$ cat src/rtl/framing_encoding.sv
// Transmit PHY framing: buffers a PHR+PSDU burst and serialises
// preamble, SFD, PHR and PSDU one bit per clock, LSB first.
module framing_encoding (
    input  logic       clk,
    input  logic       reset,
    input  logic [7:0] phr_psdu_in,
    input  logic       phr_psdu_in_valid,
    output logic       framing_encoding_out,
    output logic       framing_encoding_out_valid
);

    typedef enum logic [2:0] {
        IDLE,
        PRE,
        SFD,
        PHR,
        PSDU
    } state_t;

    localparam logic [7:0] SFD_OCTET = 8'hA7;

    logic [7:0] buffer [128];
    logic [7:0] wr_ptr;
    logic       cap_active;
    logic [6:0] len;

    state_t     state, state_n;
    logic [2:0] bit_cnt, bit_n;
    logic [6:0] byte_idx, idx_n;
    logic       out_n, vld_n;
    logic       underrun;
    logic [7:0] phr_byte;

    // Buffer storage carries no reset; only the pointers are cleared.
    always_ff @(posedge clk) begin
        if (!reset && phr_psdu_in_valid) begin
            if (state == IDLE)
                buffer[0] <= phr_psdu_in;
            else if (cap_active)
                buffer[wr_ptr[6:0]] <= phr_psdu_in;
        end
    end

    always_ff @(posedge clk) begin
        if (reset) begin
            wr_ptr     <= 8'd0;
            cap_active <= 1'b0;
            len        <= 7'd0;
        end else if (state == IDLE) begin
            if (phr_psdu_in_valid) begin
                wr_ptr     <= 8'd1;
                len        <= phr_psdu_in[6:0];
                cap_active <= (phr_psdu_in[6:0] != 7'd0);
            end
        end else if (cap_active) begin
            if (phr_psdu_in_valid) begin
                wr_ptr <= wr_ptr + 8'd1;
                if (wr_ptr[6:0] == len)
                    cap_active <= 1'b0;
            end else begin
                cap_active <= 1'b0;
            end
        end
    end

    always_ff @(posedge clk) begin
        if (reset) begin
            state                      <= IDLE;
            bit_cnt                    <= 3'd0;
            byte_idx                   <= 7'd0;
            framing_encoding_out       <= 1'b0;
            framing_encoding_out_valid <= 1'b0;
        end else begin
            state                      <= state_n;
            bit_cnt                    <= bit_n;
            byte_idx                   <= idx_n;
            framing_encoding_out       <= out_n;
            framing_encoding_out_valid <= vld_n;
        end
    end

    // A PSDU byte is missing when its index was never written.
    assign underrun = ({1'b0, byte_idx} >= wr_ptr);
    assign phr_byte = {1'b0, buffer[0][6:0]};

    always_comb begin
        state_n = state;
        bit_n   = bit_cnt;
        idx_n   = byte_idx;
        out_n   = 1'b0;
        vld_n   = 1'b0;
        unique case (state)
            IDLE: begin
                if (phr_psdu_in_valid) begin
                    state_n = PRE;
                    bit_n   = 3'd0;
                    idx_n   = 7'd0;
                end
            end
            PRE: begin
                vld_n = 1'b1;
                bit_n = bit_cnt + 3'd1;
                if (bit_cnt == 3'd7) begin
                    idx_n = byte_idx + 7'd1;
                    if (byte_idx == 7'd3) begin
                        state_n = SFD;
                        idx_n   = 7'd0;
                    end
                end
            end
            SFD: begin
                vld_n = 1'b1;
                out_n = SFD_OCTET[bit_cnt];
                bit_n = bit_cnt + 3'd1;
                if (bit_cnt == 3'd7)
                    state_n = PHR;
            end
            PHR: begin
                vld_n = 1'b1;
                out_n = phr_byte[bit_cnt];
                bit_n = bit_cnt + 3'd1;
                if (bit_cnt == 3'd7) begin
                    if (len == 7'd0) begin
                        state_n = IDLE;
                    end else begin
                        state_n = PSDU;
                        idx_n   = 7'd1;
                    end
                end
            end
            PSDU: begin
                if (bit_cnt == 3'd0 && underrun) begin
                    state_n = IDLE;
                end else begin
                    vld_n = 1'b1;
                    out_n = buffer[byte_idx][bit_cnt];
                    bit_n = bit_cnt + 3'd1;
                    if (bit_cnt == 3'd7) begin
                        if (byte_idx == len)
                            state_n = IDLE;
                        else
                            idx_n = byte_idx + 7'd1;
                    end
                end
            end
            default: state_n = IDLE;
        endcase
    end

endmodule

$ cat config.mk
export PLATFORM = sky130hd
export DESIGN_NAME = framing_encoding
export DESIGN_NICKNAME = d
export VERILOG_FILES = /design/src/rtl/framing_encoding.sv
export SDC_FILE = /design/constraint.sdc
export NUM_CORES = 1
export LEC_CHECK = 0
export BUFFER_PORTS_ARGS = -buffer_cell sky130_fd_sc_hd__buf_2
export CAP_MARGIN = 40
export CELL_PAD_IN_SITES_DETAIL_PLACEMENT = 1
export CELL_PAD_IN_SITES_GLOBAL_PLACEMENT = 1
export CORE_MARGIN = 3
export CORE_UTILIZATION = 34
export CTS_BUF_LIST = sky130_fd_sc_hd__clkbuf_16
export CTS_CLUSTER_DIAMETER = 150
export DETAILED_ROUTE_END_ITERATION = 10
export GPL_ROUTABILITY_DRIVEN = 1
export PLACE_DENSITY = 0.54
export SLEW_MARGIN = 0
export SYNTH_ARGS = -nofsm -noshare
export SYNTH_HDL_FRONTEND = slang
export SYNTH_SLANG_ARGS = --single-unit
export TNS_END_PERCENT = 20
$ cat constraint.sdc
create_clock -name clk -period 3 [get_ports clk]
set_input_delay 0.6 -clock clk [delete_from_list [all_inputs] [get_ports clk]]
set_output_delay 0.6 -clock clk [all_outputs]
set_load 0.01 [all_outputs]
==> results of run 1 <==
-- stage by stage --
stage / area, sq um / worst slack (ns) / hold WS (ns)
after floorplan: 42000 / 0.192 / 0.480
after global placement: 46600 / -0.831 / 0.479
after detailed placement: 46600 / -0.0827 / 0.503
after CTS: 50500 / 0.00341 / 0.220
after global routing: 50700 / -0.0560 / 0.215
final: 50700 / 0.0501 / 0.246
-- area by class of cell --
type	instances	area, sq um	share of cell area
well taps	1625	2030	0.0401
multi-input cells	896	9910	0.196
clock inverters	92	778	0.0154
diodes	2	5.00	0.0000987
clock buffers	117	2930	0.0577
repair buffers	383	3450	0.0680
flip-flops and latches	1063	31500	0.622
inverters	13	48.8	0.000962
-- critical path: cells and delay by family, from the launching register on --
kind                   cells  cell delay, ns
DFF                        1            0.37
buffers and inverters      4            0.49
muxes                      2            1.10
AOI/OAI and AO/OA          2            0.46
and+or+nand+nor            3            0.39
-- final timing paths --
check	start	endpoint	slack, ns	cells after the start
max	register	framing_encoding_out$_SDFF_PP0_	0.05	11
min	phr_psdu_in[1]	buffer[86][1]$_DFFE_PP_	0.25	1
max reg2reg	register	framing_encoding_out$_SDFF_PP0_	0.05	11
min reg2reg	state[0]$_SDFFE_PP0P_	state[0]$_SDFFE_PP0P_	0.51	2
-- cells in the mapped netlist, types with 5 or more instances --
master	instances	area (sq um)
dfxtp_1	39	781
buf_6	9	101
ha_1	12	150
buf_1	6	22.5
buf_12	5	100
edfxtp_1	1024	30700
nor2_1	170	638
a2111oi_0	9	78.8
xor2_1	11	96.3
a221oi_1	12	105
nor3_1	10	50.1
nor2b_1	14	87.6
a21oi_1	41	205
nand4_1	15	93.8
a211oi_1	8	60.1
nor4_1	7	43.8
nand3_1	32	160
or3_1	5	31.3
xnor2_1	12	105
nand2b_1	12	75.1
o21ai_0	19	95.1
nor3b_1	5	37.5
mux4_2	237	5340
and3_1	5	31.3
buf_2	41	205
nand2_1	55	206
a22oi_1	39	293
a22o_1	13	114
inv_1	13	48.8
mux4_1	13	342
a31oi_1	7	43.8
mux2i_1	81	811
clkbuf_1	40	150
buf_4	17	128
-- routing by layer --
layer	routed length, um	share of wire
met3	6660	0.054
met2	59500	0.48
met4	2620	0.021
met5	0	0
met1	54200	0.44
-- layout by cell type (no fill, tap or decap), types with 6 or more instances in the layout --
master,instances
nand2b_1,12
nor3_1,10
nand3_1,32
a22o_1,13
buf_12,36
a22oi_2,8
mux4_2,240
a211oi_1,7
nor2b_1,12
a221oi_1,8
nor2_1,169
clkinv_1,23
a22oi_1,31
clkinv_2,24
bufinv_16,13
inv_1,34
edfxtp_1,1024
xor2_1,11
dfxtp_1,35
xnor2_1,12
mux2i_1,78
o21ai_0,15
a31oi_1,7
a21oi_1,37
buf_6,6
nand2_1,54
ha_1,12
clkinvlp_4,6
mux4_1,10
nand4_1,15
clkbuf_16,117
buf_4,329
-- state kept, by name, indices dropped and copies added, names as in the netlist, named ones only --
signal                      flops
framing_encoding_out            1
len                             7
state                           3
bit_cnt                         3
buffer                       1024
cap_active                      1
wr_ptr                          8
byte_idx                        7
framing_encoding_out_valid      1
-- power breakdown --
part	leakage, nW	switching, mW	internal, mW	total, mW
Sequential	9.52	0.0345	16.3	16.3
Combinational	4.64	1.15	0.957	2.11
Clock	1.90	5.85	8.15	14.0
-- what timing repair did --
action | 4_1_cts | 5_1_grt
hold buffers | 0 | 0
setup endpoints to repair | 1 | 11
buffers inserted | 4 | 4
pin swaps | 1 | 8
gates resized for setup | 13 | 49
gates cloned | 3 | 0
-- logic make-up after synthesis --
| kind of cell | share of synthesized area |
|---|---|
| DFF | 0.750 |
| and+or+nand+nor | 0.0364 |
| xor gates and xnor gates | 0.00479 |
| muxes | 0.156 |
| AOI/OAI and AO/OA | 0.0313 |
| adders and majority gates | 0.00357 |
| buffers and inverters | 0.0180 |
==> out/summary.txt, run 1 <==
Crit Path Max Fanout - 7
Skew-Pair Late Insertion Delay - 0.72 ns
Total Power - 32.4 mW
Crit path arrival time - 3.55 ns
DRC violation count after routing - 0
Vias per Instance - 5.32
Final Util - 0.415
# setup viols final - 0
Distinct cells, synth - 62
site row count - 128
grt ovf - 0
Peak VDD IR - 0.470 mV
total number of vias - 22280
GR peak layer - met2
maxcap violations - 0
CP dominant cell by count - buf_12
TritonCTS clock tree - built
Setup CP Type - register to register
WP data required - 3.60 ns
root buffer cell - clkbuf_16
Post-Syn Instances - 2090
M2 GR Usage - 0.313
die area - 128000 sq um
ANT nets after route - 0
met1 usage - 0.275
period utilization - 0.983
Die W - 358 um
Slew headroom - 0.356
routed len/inst - 29.4 um
synthesis warning total - 0
Pins Over Slew Limit - 0
clk buf depth - 3
number of global-route vias before repair - 23593
Post-synth EDFFs - 1024
H-tree depth - 3
Syn Nets - 2113
Area growth syn-to-layout - 20.7%
Seq/Total Area, Yosys - 0.750
share of cells above drive strength 1 - 0.325
grt met3 use - 0.0312
critical path startpoint category - register
GPL Wtd Cong - 0.852
DRT iter0 DRCs - 2247
Max Clk Rate - 339 MHz
CP max stage delay - 0.57 ns
Slew @ Worst Pin - 0.966 ns
CTS Buf Count - 113
Final #Nets - 2493
initial antenna violation count - 4
# IOs - 13
Post-Synthesis Cell Area - 42000 sq um
FF+latch count, synth - 1063
P_leak - 16.1 nW
final cell count without fillers - 4191
Post-synth ARST share - 0
DR pass1 iterations - 8
Worst-path clk slew - 0.06 ns
unrepaired setup endpoints after global routing - true
Total Routing Usage GR - 0.194
DP HPWL - 81200 um
Final Hold Viols - 0
CORE AREA - 122000 sq um
Syn Area/Cell - 20.1 sq um
ys flop type - edfxtp_1
CP cell instances - buf_8, buf_12, buf_12, buf_12, mux4_2, mux4_2, a22oi_2, nand4_1, nand3_1, nor4_2, a211o_1
P per Cell Area - 640 nW/um^2
largest net degree at the start of global routing - 125
CP max stage cell - mux4_2
Placed Cells - 3970
total detailed-routing wirelength - 123000 um
Die Y - 358 um
Setup TNS - 0 ns
Worst setup EP type - register
status - completed
clock sinks - 1063
Worst Hold Class - input port to register
first-pass GRT wire length - 176000 um
Starting Density - 0.344
Fin Clk Skew - 0.0184 ns
fill count - 11640
I/O Buffers - 12
Period minus WS final - 2.95 ns
No activity file was read; power rests on OpenSTA's default activity.
==> run 2: changes to the inputs <==
--- a/config.mk
+++ b/config.mk
@@ -16,6 +16,8 @@
 export DETAILED_ROUTE_END_ITERATION = 10
 export GPL_ROUTABILITY_DRIVEN = 1
 export PLACE_DENSITY = 0.54
+export SETUP_SLACK_MARGIN = 0.15
+export SKIP_CTS_REPAIR_TIMING = 1
 export SLEW_MARGIN = 0
 export SYNTH_ARGS = -nofsm -noshare
 export SYNTH_HDL_FRONTEND = slang
==> run 2 against run 1 <==
Compared with the run above:
- clock power about the same
- via count hardly changed
- maximum frequency fell by 0.80%
- highest routed layer unchanged
- critical endpoint unchanged
- register-to-register slack worse by 0.02 ns
- power about the same
- critical path type unchanged
- largest power group unchanged
- clock skew barely moved
- count of clock-buffer cells in the layout did not move
==> out/summary.txt, run 2 (synthesis results as in run 1) <==
status - completed (unchanged)
P per Cell Area - 638 nW/um^2 (was 640 nW/um^2)
design area - 50800 sq um (was 50700 sq um)
I/O Buffers - 12 (unchanged)
CP max stage delay - 0.57 ns (about the same)
most flop-heavy register - buffer (unchanged)
Die Y - 358 um (unchanged)
maxcap violations - 0 (unchanged)
Buf/Inv on CP - 3 (was 4)
placed cell areas - 46600 sq um (unchanged)
Worst setup EP type - register (unchanged)
routed len/inst - 29.3 um (was 29.4 um)
H-tree depth - 3 (unchanged)
total stage count of the critical path - 10 (was 11)
Peak VDD IR - 0.471 mV (was 0.470 mV)
number of global-route vias before repair - 23511 (was 23593)
Setup CP Type - register to register (unchanged)
TritonCTS clock tree - built (unchanged)
unrepaired setup endpoints after global routing - true (unchanged)
most common cell after layout, fill and taps aside - edfxtp_1 (unchanged)
CTS Buf Count - 113 (unchanged)
Slew @ Worst Pin - 0.977 ns (was 0.966 ns)
Max Clk Rate - 336 MHz (was 339 MHz)
top flop regs - buffer (1024), wr_ptr (8) (unchanged)
Pins Over Slew Limit - 0 (unchanged)
Die W - 358 um (unchanged)
ANT nets after route - 0 (unchanged)
initial antenna violation count - 4 (unchanged)
DP HPWL - 81200 um (unchanged)
CORE AREA - 122000 sq um (unchanged)
final cell count without fillers - 4200 (was 4191)
Skew-Pair Late Insertion Delay - 0.72 ns (about the same)
Placed Cells - 3970 (unchanged)
# setup viols final - 0 (unchanged)
Vias per Instance - 5.31 (was 5.32)
Fin Clk Skew - 0.0184 ns (about the same)
critical path startpoint category - register (unchanged)
DR pass1 iterations - 5 (was 8)
die area - 128000 sq um (unchanged)
Crit path arrival time - 3.58 ns (was 3.55 ns)
share of cells above drive strength 1 - 0.329 (was 0.325)
Period minus WS final - 2.97 ns (was 2.95 ns)
total detailed-routing wirelength - 123000 um (about the same)
clock sinks - 1063 (unchanged)
total number of vias - 22282 (was 22280)
fill count - 11649 (was 11640)
GPL Wtd Cong - 0.852 (unchanged)
clk buf depth - 3 (unchanged)
Final Hold Viols - 0 (unchanged)
# IOs - 13 (unchanged)
Worst Hold Class - input port to register (unchanged)
DRC violation count after routing - 0 (unchanged)
Total Routing Usage GR - 0.193 (was 0.194)
site row count - 128 (unchanged)
Crit Path Max Fanout - 8 (was 7)
WP data required - 3.60 ns (about the same)
CP dominant cell by count - buf_12 (unchanged)
Slew headroom - 0.349 (was 0.356)
R2R depth - 10 (was 11)
leading cell types in the layout, fill and taps excluded - edfxtp_1 (1024), buf_4 (338), mux4_2 (238), nor2_1 (165), clkbuf_16 (120) (was edfxtp_1 (1024), buf_4 (329), mux4_2 (240), nor2_1 (169), clkbuf_16 (117))
Starting Density - 0.344 (unchanged)
root buffer cell - clkbuf_16 (unchanged)
Top Family by Delay on Critical Path - multiplexers (unchanged)
Final #Nets - 2502 (was 2493)
grt ovf - 0 (unchanged)
Area growth syn-to-layout - 20.9% (was 20.7%)
max reg flops - 1024 (unchanged)
Final Util - 0.416 (was 0.415)
largest net degree at the start of global routing - 125 (unchanged)
CP max stage cell - mux4_2 (unchanged)
P_leak - 16.1 nW (about the same)
Worst-path clk slew - 0.06 ns (about the same)
DRT iter0 DRCs - 2278 (was 2247)
WHS - 0.245 ns (was 0.246 ns)
Hold Path Stages - 1 (unchanged)
Setup TNS - 0 ns (unchanged)
CP cell instances - buf_12, buf_12, buf_12, mux4_2, mux4_2, a22oi_2, nand4_1, nand3_1, nor4_2, a211o_1 (was buf_8, buf_12, buf_12, buf_12, mux4_2, mux4_2, a22oi_2, nand4_1, nand3_1, nor4_2, a211o_1)
period utilization - 0.991 (was 0.983)
first-pass GRT wire length - 175000 um (was 176000 um)
## run 2: changes by cell type in the layout (fill, tap and decap cells not counted), moves of 3 or more
cell	change
buf_4	+9
clkbuf_16	+3
nor2_1	-4
nor2_2	+4
## run 2: final timing paths
| kind | startpoint | slack (ns) | to |
|---|---|---|---|
| worst max-delay path | register | 0.03 | framing_encoding_out$_SDFF_PP0_ |
| worst min-delay path | phr_psdu_in[1] | 0.25 | buffer[86][1]$_DFFE_PP_ |
| worst max register to register | register | 0.03 | framing_encoding_out$_SDFF_PP0_ |
| worst min register to register | state[0]$_SDFFE_PP0P_ | 0.51 | state[0]$_SDFFE_PP0P_ |
## run 2: through the flow
| stage | setup slack [ns] | power, mW |
|---|---|---|
| 2_1_floorplan | 0.192 | 17.7 |
| 3_3_place_gp | -0.831 | 18.6 |
| 3_5_place_dp | -0.0827 | 18.7 |
| 4_1_cts | -0.122 | 32.7 |
| 5_1_grt | -0.0851 | 33.5 |
| 6_report | 0.0264 | 32.4 |
## run 2: per-layer routing
layer | share of wire | wire length (um) | up-vias | track usage
met2 | 0.48 | 59500 | 665 | 0.312
met5 | 0 | 0 | - | 0
met3 | 0.056 | 6860 | 136 | 0.0308
li1 | - | - | 9431 | -
met1 | 0.44 | 53900 | 12050 | 0.272
met4 | 0.021 | 2600 | 0 | 0.0492
## run 2: report_power, final
part           leakage [nW]  internal, mW  switching, mW
logic                  4.71         0.973           1.15
clock network          1.90          8.15           5.84
registers              9.52          16.3         0.0425
## run 2: final cells by class
| cell class | count | area, sq um | area share |
|---|---|---|---|
| Multi-Input combinational cell | 896 | 9950 | 0.196 |
| Timing Repair Buffer | 392 | 3520 | 0.0692 |
| Tap cell | 1625 | 2030 | 0.0400 |
| Antenna cell | 2 | 5.00 | 0.0000985 |
| Clock inverter | 92 | 778 | 0.0153 |
| Inverter | 13 | 48.8 | 0.000961 |
| Clock buffer | 117 | 2930 | 0.0576 |
| Sequential cell | 1063 | 31500 | 0.621 |
==> run 3: changes to the inputs <==
--- a/config.mk
+++ b/config.mk
@@ -16,6 +16,7 @@
 export DETAILED_ROUTE_END_ITERATION = 10
 export GPL_ROUTABILITY_DRIVEN = 1
 export PLACE_DENSITY = 0.54
+export RECOVER_POWER = 25
 export SETUP_SLACK_MARGIN = 0.15
 export SKIP_CTS_REPAIR_TIMING = 1
 export SLEW_MARGIN = 0
==> run 3 against run 2 <==
Compared with the run above:
- the flow now finishes with violations (capacitance limit, slew limit)
- sequential cell count is the same
- clock skew grew 0.0015 ns
- routed wire length is essentially flat
- sequential power is essentially flat
- power is essentially flat
- combinational power is essentially flat
- largest cell class unchanged
- largest power group unchanged
==> out/summary.txt, run 3 (synthesis results as in run 1) <==
Crit Path Max Fanout - 8 (unchanged)
sw frac - 0.217 (about the same)
met3 WL post-DR - 6450 um (was 6860 um)
max reg flops - 1024 (unchanged)
failing checks - capacitance limit, slew limit
CP max stage cell - mux4_2 (unchanged)
hold_sp - phr_psdu_in_valid (was phr_psdu_in[1])
number of global-route vias before repair - 23511 (unchanged)
Area growth syn-to-layout - 20.7% (was 20.9%)
CORE AREA - 122000 sq um (unchanged)
GPL Wtd Cong - 0.852 (unchanged)
Setup CP Type - register to register (unchanged)
P per Cell Area - 640 nW/um^2 (was 638 nW/um^2)
# setup viols final - 0 (unchanged)
I/O Buffers - 12 (unchanged)
Slew @ Worst Pin - 2.86 ns (was 0.977 ns)
die area - 128000 sq um (unchanged)
grt ovf - 0 (unchanged)
Final #Nets - 2502 (unchanged)
Vias per Instance - 5.30 (was 5.31)
leading cell types in the layout, fill and taps excluded - edfxtp_1 (1024), buf_4 (323), mux4_2 (238), nor2_1 (165), clkbuf_16 (120) (was edfxtp_1 (1024), buf_4 (338), mux4_2 (238), nor2_1 (165), clkbuf_16 (120))
DRC violation count after routing - 0 (unchanged)
total detailed-routing wirelength - 123000 um (about the same)
DP HPWL - 81200 um (unchanged)
Pins Over Slew Limit - 209 (was 0)
# IOs - 13 (unchanged)
Period minus WS final - 2.97 ns (about the same)
Total Routing Usage GR - 0.193 (unchanged)
critical path startpoint category - register (unchanged)
Final Util - 0.415 (was 0.416)
P_sw - 7.04 mW (was 7.03 mW)
Logic pwr share - 0.065 (about the same)
Skew-Pair Late Insertion Delay - 0.72 ns (about the same)
total number of vias - 22254 (was 22282)
largest net degree at the start of global routing - 125 (unchanged)
Total Power - 32.4 mW (about the same)
Fin Clk Skew - 0.0199 ns (was 0.0184 ns)
met1 WL - 54500 um (was 53900 um)
status - finished with violations (was completed)
Slew headroom - -0.907 (was 0.349)
DR pass1 iterations - 5 (unchanged)
Pint - 25.4 mW (about the same)
met2 wire len - 59300 um (was 59500 um)
maxcap violations - 3 (was 0)
H-tree depth - 3 (unchanged)
routed len/inst - 29.3 um (about the same)
site row count - 128 (unchanged)
CP max stage delay - 0.57 ns (about the same)
sequential share of power - 0.504 (was 0.503)
P_leak - 16.1 nW (about the same)
Crit path arrival time - 3.58 ns (about the same)
DRT iter0 DRCs - 2249 (was 2278)
clk buf depth - 3 (unchanged)
Clock power frac - 0.431 (about the same)
CP cell instances - buf_12, clkbuf_16, buf_6, mux4_2, mux4_2, a211o_1, a211oi_2, nor4_2, a211o_1 (was buf_12, buf_12, buf_12, mux4_2, mux4_2, a22oi_2, nand4_1, nand3_1, nor4_2, a211o_1)
Die Y - 358 um (unchanged)
root buffer cell - clkbuf_16 (unchanged)
initial antenna violation count - 4 (unchanged)
unrepaired setup endpoints after global routing - true (unchanged)
R2R depth - 9 (was 10)
most common cell after layout, fill and taps aside - edfxtp_1 (unchanged)
clock sinks - 1063 (unchanged)
top flop regs - buffer (1024), wr_ptr (8) (unchanged)
period utilization - 0.990 (was 0.991)
Hold Path Stages - 4 (was 1)
Starting Density - 0.344 (unchanged)
CTS Buf Count - 113 (unchanged)
TritonCTS clock tree - built (unchanged)
hold endpoint - cap_active$_SDFFE_PP0N_ (was buffer[86][1]$_DFFE_PP_)
highest routed layer - met4 (unchanged)
Max Clk Rate - 337 MHz (was 336 MHz)
share of cells above drive strength 1 - 0.325 (was 0.329)
Worst Hold Class - input port to register (unchanged)
most flop-heavy register - buffer (unchanged)
Worst setup EP type - register (unchanged)
Peak VDD IR - 0.471 mV (about the same)
Final Hold Viols - 0 (unchanged)
ANT nets after route - 0 (unchanged)
Worst-path clk slew - 0.06 ns (about the same)
WP data required - 3.60 ns (about the same)
fill count - 11658 (was 11649)
first-pass GRT wire length - 175000 um (unchanged)
Die W - 358 um (unchanged)
R2R setup slack - 0.03 ns (about the same)
Reg2Reg Capture Point - framing_encoding_out$_SDFF_PP0_ (unchanged)
run 3: cell count changes in the layout (fill, tap and decap cells not counted):
cell / change
clkbuf_1: +10
buf_4: -15
buf_12: -2
clkbuf_4: +1
diode_2: +1
clkbuf_2: +6
run 3: critical path, delay by kind of cell (launching register included):
kind	cells	cell delay, ns
DFF	1	0.49
AOI/OAI and AO/OA	3	0.81
buffers and inverters	3	0.40
and+or+nand+nor	1	0.08
muxes	2	1.06
run 3: metrics by stage:
step           setup TNS [ns]  cell area, sq um  setup slack, ns  cells  hold WS [ns]
6_report                    0             50700           0.0293   4201         0.407
5_1_grt                -0.746             50700          -0.0851   4199         0.418
4_1_cts                -0.122             50300           -0.122   4179         0.220
3_5_place_dp          -0.0827             46600          -0.0827   3970         0.503
3_3_place_gp            -1.02             46600           -0.831   3967         0.479
2_1_floorplan               0             42000            0.192   2090         0.480
run 3: per-layer routing:
layer | vias to the layer above | global-route usage
li1 | 9435 | -
met1 | 12069 | 0.272
met2 | 606 | 0.312
met3 | 144 | 0.0308
met4 | 0 | 0.0492
met5 | - | 0
run 3: final cells by class:
type / count / area [sq um] / share of cell area
inverter: 13 / 48.8 / 0.000962
multi-input combinational: 896 / 9950 / 0.196
antenna: 3 / 7.51 / 0.000148
sequential: 1063 / 31500 / 0.622
timing repair buffer: 392 / 3440 / 0.0678
tap: 1625 / 2030 / 0.0401
clock buffer: 117 / 2930 / 0.0577
clock inverter: 92 / 778 / 0.0153
run 3: power groups by stage:
| stage | clock (mW) | sequential, mW | combinational [mW] |
|---|---|---|---|
| CTS | 14.3 | 16.3 | 2.03 |
| global placement | 0 | 16.6 | 1.99 |
| global route | 14.9 | 16.3 | 2.25 |
| finish | 14.0 | 16.3 | 2.11 |
| detailed placement | 0 | 16.6 | 2.02 |
| floorplan | 0 | 16.6 | 1.08 |
run 3: worst max-delay path by stage:
stage,slack (ns),endpoint,from
floorplan,0.19,buffer[104][0]$_DFFE_PP_,state[0]$_SDFFE_PP0P_
global placement,-0.83,cap_active$_SDFFE_PP0N_,phr_psdu_in[1]
detailed placement,-0.08,framing_encoding_out$_SDFF_PP0_,register
CTS,-0.12,framing_encoding_out$_SDFF_PP0_,register
global route,-0.09,framing_encoding_out$_SDFF_PP0_,register
finish,0.03,framing_encoding_out$_SDFF_PP0_,register
